==> src/rtl/character_transmission.sv <==
// UART-lite transmitter: idles low, high start bit, LSB-first data, low stop bit(s).
// Each bit lasts OVERSAMPLING clocks; one character is accepted per valid/ready handshake.
module character_transmission #(
  parameter int unsigned OVERSAMPLING = 16,
  parameter int unsigned DATA_BITS    = 8,
  parameter int unsigned STOP_BITS    = 1
) (
  input  logic                 clk_i,
  input  logic                 rst_ni,
  input  logic [DATA_BITS-1:0] char_i,
  input  logic                 valid_i,
  output logic                 ready_o,
  output logic                 tx_o,
  output logic                 busy_o
);

  localparam int unsigned CNT_W = (OVERSAMPLING > 1) ? $clog2(OVERSAMPLING) : 1;
  localparam int unsigned IDX_W = $clog2(DATA_BITS + 1);
  localparam int unsigned STP_W = (STOP_BITS > 1) ? $clog2(STOP_BITS) : 1;

  localparam logic [CNT_W-1:0] CNT_RELOAD = CNT_W'(OVERSAMPLING - 1);
  localparam logic [IDX_W-1:0] IDX_LAST   = IDX_W'(DATA_BITS - 1);
  localparam logic [STP_W-1:0] STP_LAST   = STP_W'(STOP_BITS - 1);

  typedef enum logic [1:0] {
    S_IDLE  = 2'd0,
    S_START = 2'd1,
    S_DATA  = 2'd2,
    S_STOP  = 2'd3
  } state_t;

  state_t               r_state, w_state_next;
  logic [CNT_W-1:0]     r_cnt, w_cnt_next;
  logic [IDX_W-1:0]     r_idx, w_idx_next;
  logic [STP_W-1:0]     r_stop, w_stop_next;
  logic [DATA_BITS-1:0] r_shift, w_shift_next;
  logic                 r_tx, w_tx_next;
  logic                 w_handshake;
  logic                 w_bit_done;
  logic [DATA_BITS-1:0] w_shift_rsh;

  assign ready_o     = (r_state == S_IDLE) && rst_ni;
  assign busy_o      = (r_state != S_IDLE);
  assign tx_o        = r_tx;
  assign w_handshake = valid_i && ready_o;
  assign w_bit_done  = (r_cnt == '0);
  assign w_shift_rsh = r_shift >> 1;

  // Next-state, counter, index and line-level decode for the frame sequencer
  always_comb begin
    w_state_next = r_state;
    w_cnt_next   = r_cnt;
    w_idx_next   = r_idx;
    w_stop_next  = r_stop;
    w_shift_next = r_shift;
    w_tx_next    = r_tx;
    case (r_state)
      S_IDLE: begin
        if (w_handshake) begin
          w_state_next = S_START;
          w_cnt_next   = CNT_RELOAD;
          w_shift_next = char_i;
          w_tx_next    = 1'b1;
        end else begin
          w_tx_next    = 1'b0;
        end
      end
      S_START: begin
        if (w_bit_done) begin
          w_state_next = S_DATA;
          w_cnt_next   = CNT_RELOAD;
          w_idx_next   = '0;
          w_tx_next    = r_shift[0];
        end else begin
          w_cnt_next   = r_cnt - 1'b1;
        end
      end
      S_DATA: begin
        if (w_bit_done) begin
          w_cnt_next = CNT_RELOAD;
          if (r_idx == IDX_LAST) begin
            w_state_next = S_STOP;
            w_stop_next  = '0;
            w_tx_next    = 1'b0;
          end else begin
            w_shift_next = w_shift_rsh;
            w_tx_next    = w_shift_rsh[0];
            w_idx_next   = r_idx + 1'b1;
          end
        end else begin
          w_cnt_next = r_cnt - 1'b1;
        end
      end
      S_STOP: begin
        // Stop periods are counted separately so each reuses the bit counter
        if (w_bit_done) begin
          if (r_stop == STP_LAST) begin
            w_state_next = S_IDLE;
          end else begin
            w_stop_next  = r_stop + 1'b1;
            w_cnt_next   = CNT_RELOAD;
          end
        end else begin
          w_cnt_next = r_cnt - 1'b1;
        end
      end
      default: begin
        w_state_next = S_IDLE;
        w_cnt_next   = '0;
        w_tx_next    = 1'b0;
      end
    endcase
  end

  // Control registers with synchronous active-low reset
  always_ff @(posedge clk_i) begin
    if (!rst_ni) begin
      r_state <= S_IDLE;
      r_cnt   <= '0;
      r_idx   <= '0;
      r_stop  <= '0;
      r_tx    <= 1'b0;
    end else begin
      r_state <= w_state_next;
      r_cnt   <= w_cnt_next;
      r_idx   <= w_idx_next;
      r_stop  <= w_stop_next;
      r_tx    <= w_tx_next;
    end
  end

  // Data shift register; contents are don't-care until the next handshake
  always_ff @(posedge clk_i) begin
    r_shift <= w_shift_next;
  end

endmodule
==> config.mk <==
export PLATFORM = sky130hd
export DESIGN_NAME = character_transmission
export DESIGN_NICKNAME = d
export VERILOG_FILES = /design/src/rtl/character_transmission.sv
export SDC_FILE = /design/constraint.sdc
export NUM_CORES = 1
export LEC_CHECK = 0
export ABC_AREA = 1
export ABC_CLOCK_PERIOD_IN_PS = 2150
export CAP_MARGIN = 40
export CORE_AREA = 4 4 52 54
export CTS_CLUSTER_DIAMETER = 40
export DETAILED_ROUTE_END_ITERATION = 8
export DIE_AREA = 0 0 56 58
export GPL_ROUTABILITY_DRIVEN = 1
export PLACE_DENSITY = 0.83
export SYNTH_ARGS = -nofsm -noshare
export SYNTH_HDL_FRONTEND = slang
export SYNTH_SLANG_ARGS = --single-unit
==> constraint.sdc <==
create_clock -name clk_i -period 2.15 [get_ports clk_i]
set_input_delay 0.215 -clock clk_i [delete_from_list [all_inputs] [get_ports clk_i]]
set_output_delay 0.215 -clock clk_i [all_outputs]
set_load 0.02 [all_outputs]
# == Word level (Yosys, flattened, before mapping) ==
# Index checks and enable logic that the tools add are counted.
# totals
register_bits,20
in_bits,11
out_inout_bits,3
wordCells,67
# classes
n_addsub,3
n_eq_ne,12
mux,30
reduce_logical,16
# op_table
op,n
4-bit 2-to-1 mux,7
8-bit 2-to-1 mux,3
8-bit one-hot mux with 2 select lines,1
2-bit inequality test (second input constant),7
2-bit 2-to-1 mux,6
4-bit one-hot mux with 3 select lines,1
4-bit AND reduction,3
1-bit 2-to-1 mux,8
2-bit one-hot mux with 4 select lines,1
4-bit one-hot mux with 2 select lines,1
2-bit nonzero test,4
6-bit AND reduction,1
4-bit by 1-bit adder with 4-bit output (second input constant),1
2-bit == test (second input constant),2
4-bit by 3-bit == test with 1-bit output (second input constant),1
4-bit zero test,1
4-bit by 1-bit subtractor with 4-bit output (second input constant),1
3-bit inequality test (second input constant),1
1-bit one-hot mux with 3 select lines,1
3-bit AND reduction,1
3-bit nonzero test,1
2-bit by 1-bit == test with 1-bit output (second input constant),1
1-bit logical AND,2
2-bit zero test,1
4 further kinds,4

# == Longest topological paths before layout ==
# depth
word_depth,5
ltp_mapped,9
mapped_depth_nobuf,9

# == Worst setup path before layout ==
# No wires, ideal clock.
# synth_timing
path_type,register to register
start,reg r_state[0]
end,"reg r_shift[0], enable pin"
setup_time_ns,0.375
t_arrival_ns,1.454
t_required_ns,1.775
slack_ns,0.320
stages_incl_launch_ff,7
n_path_buf,0
period_less_slack_ns,1.830
cell_sequence,dfxtp_1 inv_1 ha_1 inv_1 o21ai_1 nand2_1 a21oi_1
# synth_between
elab_chain_cells,5
word_cells_on_any_way,9
classes_between,eq/ne: 4; reduce/logical: 5
# synth_lines
element,line,source
from (decl),32,"state_t r_state, w_state_next;"
from (signal assigned),124,r_state <= w_state_next;
2-bit zero test,"42, 57",
1-bit logical AND,42,assign ready_o = (r_state == S_IDLE) && rst_ni;
1-bit logical AND,45,assign w_handshake = valid_i && ready_o;
2-bit inequality test (no source line),n/a,
4-bit AND reduction (no source line) *,n/a,
to (signal assigned),134,r_shift <= w_shift_next;
to (decl),36,"logic [DATA_BITS-1:0] r_shift, w_shift_next;"
# Mark *: on every way between the ends. The rest lies on a longest branch, timed or not.
# A chain may end at the register's enable or synchronous reset.

# == Worst setup path in the final report ==
# layout_timing
start,reg r_state[0]
end,out busy_o
# layout_between
elab_chain_cells,1
# layout_lines
element,line,source
2-bit nonzero test,43,assign busy_o = (r_state != S_IDLE);
to (decl),14,output logic busy_o
# No other way between the ends.

==> impl_metrics.py <==
metrics = {
    "critical_path": {
        "startpoint": "r_state[0]",
        "crit_family": "buffers and inverters",
        "path_depth": 4,
        "rr_endpoint": "tx_o",
        "cp_max_fo": 5,
        "cp_data_required_time_ns": 1.93,
        "worst_setup_path_end_kind": "output port",
        "crit_top_cell": "inv_1",
        "r2r.worst_path.cells": 9,
        "endpoint": "busy_o",
        "arrival_ns": 1.80,
        "crit_chain": "inv_1 -> ha_1 -> inv_1 -> clkdlybuf4s50_1",
        "cp_slowest_stage_delay_ns": 0.61,
        "cp_slowest_cell": "clkdlybuf4s50_1",
        "cp.buffers_inverters": 3,
        "criticalPathCategory": "register to output port",
        "crit-reg2reg-launch": "r_state[0]",
        "cp-start-kind": "register",
        "r2r_slack_ns": 0.41,
    },
    "timing": {
        "finalMaxSlewViolations": 0,
        "fmax_mhz": 496,
        "hold_viol": 0,
        "fin_crit_ns": 2.02,
        "worstMarginPinSlew_ns": 0.561,
        "slew_headroom_pct": 62.6,
        "fin_worst_skew_ns": 0.00973,
        "period_share_pct": 93.8,
        "setup_violations": 0,
        "fin_setup_tns_ns": 0,
        "rsz0062_at_grt": "false",
    },
    "routing": {
        "drtIter0Drc": 16,
        "drt-total-wl_um": 2070,
        "firstDrtPassIters": 4,
        "avgViaCountPerCell": 5.01,
        "drtAntennaViolNets": 0,
        "num_vias": 972,
        "drcViolationCount": 0,
        "routedWlPerCell_um": 10.7,
    },
    "floorplanning": {
        "die_area_mm2": 0.00325,
        "initial_core_util_pct": 52.7,
        "rows": 17,
        "chipHeight_um": 58,
        "core_area_mm2": 0.00221,
        "die_w_um": 56,
        "io_pins": 14,
    },
    "flow_run": {
        "max_cap_viol_count": 0,
    },
    "outcome": {
        "status": "completed",
    },
    "yosys": {
        "synth_warnings": 0,
        "synth.avg_cell_area_um2": 7.77,
        "ys_ff_latch": 19,
        "syn-num-nets": 169,
        "ys_seq_area_share_pct": 39.5,
        "synthCells": 150,
        "yosysUniqueCellTypes": 25,
        "netlist_area_mm2": 0.00116,
    },
    "finish": {
        "num-fill-cells": 214,
        "fin_cells": 194,
        "final_common_cell": "nand2_1",
        "antenna_cells": 0,
        "final_area_mm2": 0.00135,
        "layout_common_cells": "nand2_1, nor2_1, inv_1, clkdlybuf4s50_1, dfxtp_1",
        "drive_gt1_share_pct": 14.5,
        "syn_to_final_growth_pct": 16.0,
        "finalNetCount": 186,
    },
    "cts": {
        "insertion_delay_ns": 0.30,
        "numCtsBuffers": 3,
        "ctsHoldBuffers": 0,
        "clk_pin_slew_ns": 0.11,
        "cts_root_buf": "clkbuf_4",
        "htreeDepth": 1,
        "cts_tree": "done",
        "post_cts_buffers": 0,
        "clockBufferDepth": 2,
        "post_cts_resized": 0,
        "cts.sinks": 19,
    },
    "global_routing": {
        "antenna_found_initial": 0,
        "grtUsageMet2_pct": 26.7,
        "grt_pass1_vias": 951,
        "met1_usage_pct": 16.2,
        "overflow": 0,
        "grt_max_degree": 15,
        "met3_usage_pct": 3.12,
        "grt_usage_pct": 14.3,
        "grt_pass1_wl_um": 3800,
        "grt-busiest-layer": "met2",
    },
    "placement": {
        "placed_cell_area_mm2": 0.00133,
        "place_inst": 190,
        "dpl.hpwl_um": 1640,
        "place_congestion": 0.789,
        "io_buffers": 13,
    },
    "power_and_ir_drop": {
        "peakVddDrop_uv": 1010,
        "power.density_mw_per_mm2": 1520,
        "power_leakage_nw": 0.614,
    },
    "worst_hold_path": {
        "hold_path_class": "register to register",
    },
}
worst reg2reg max path: cells and delay by family (launching register included):
family / cells / cell delay (ns)
buf+inv: 2 / 0.30
flops: 1 / 0.34
fa+ha+maj: 1 / 0.54
simple gates: 6 / 0.46
cell type report:
cell class	count	area [um2]	area share (%)
Multi-Input combinational cell	109	614	45.5
Tap cell	28	35.0	2.59
Sequential cell	19	460	34.1
Clock buffer	4	26.3	1.94
Timing Repair Buffer	14	138	10.2
Inverter	20	77.6	5.74
kinds of logic (layout without fill, tap and decap cells):
group / after synthesis / count (layout) / share of synthesized area (%)
adder cells (fa/ha/maj): 8 / 8 / 8.59
flip-flops: 19 / 19 / 39.5
AND/OR/NAND/NOR: 88 / 88 / 36.7
XOR/XNOR: 1 / 1 / 0.752
AO/OA/AOI/OAI: 12 / 12 / 6.66
buffers and inverters: 22 / 38 / 7.73
Yosys cell counts, drive strengths merged:
cell | number | area share, %
or2 | 2 | 1.3
dfxtp | 11 | 19
o21ai | 5 | 3.4
nand2 | 54 | 20
edfxtp | 8 | 21
nor3 | 2 | 0.86
buf | 2 | 1.1
a21oi | 6 | 2.6
a21boi | 1 | 0.64
nor2 | 15 | 4.8
ha | 8 | 8.6
nand3 | 10 | 6.7
nand4 | 5 | 2.7
inv | 20 | 6.7
xnor2 | 1 | 0.75
flip-flops by register name, indices dropped and copies added (netlist names):
signal / cells
tx_o: 1
r_state: 2
r_shift: 8
r_cnt: 4
r_idx: 4
metal layers:
metal	vias up	share of wire, %
met5	-	0
met2	20	50
met1	438	44
met4	0	1.7
met3	5	4.2
li1	509	-
where the power goes:
part / internal [W] / switching (W)
clock network: 0.0000723 / 0.000106
logic: 0.000457 / 0.000805
registers: 0.000554 / 0.0000581
how the worst min path moves through the flow:
stage	from	to	slack, ns	cells after the start
finish	r_idx[0]	r_idx[0]	0.50	2
global route	r_idx[1]	r_idx[1]	0.52	2
CTS	r_idx[1]	r_idx[1]	0.50	2
detailed placement	r_idx[1]	r_idx[1]	0.49	2
global placement	r_cnt[1]	r_cnt[1]	0.47	2
floorplan	char_i[0]	r_shift[0]	0.39	2
stage by stage:
stage,hold slack [ns],worst slack [ns],total power (W),util (%)
2_1_floorplan,0.394,0.320,0.00159,-
3_3_place_gp,0.469,0.368,0.00185,59.9
3_5_place_dp,0.488,0.338,0.00188,59.9
4_1_cts,0.503,0.127,0.00206,61.1
5_1_grt,0.524,0.0149,0.00226,61.1
6_report,0.496,0.134,0.00205,61.1
No activity file was read; power rests on OpenSTA's default activity.
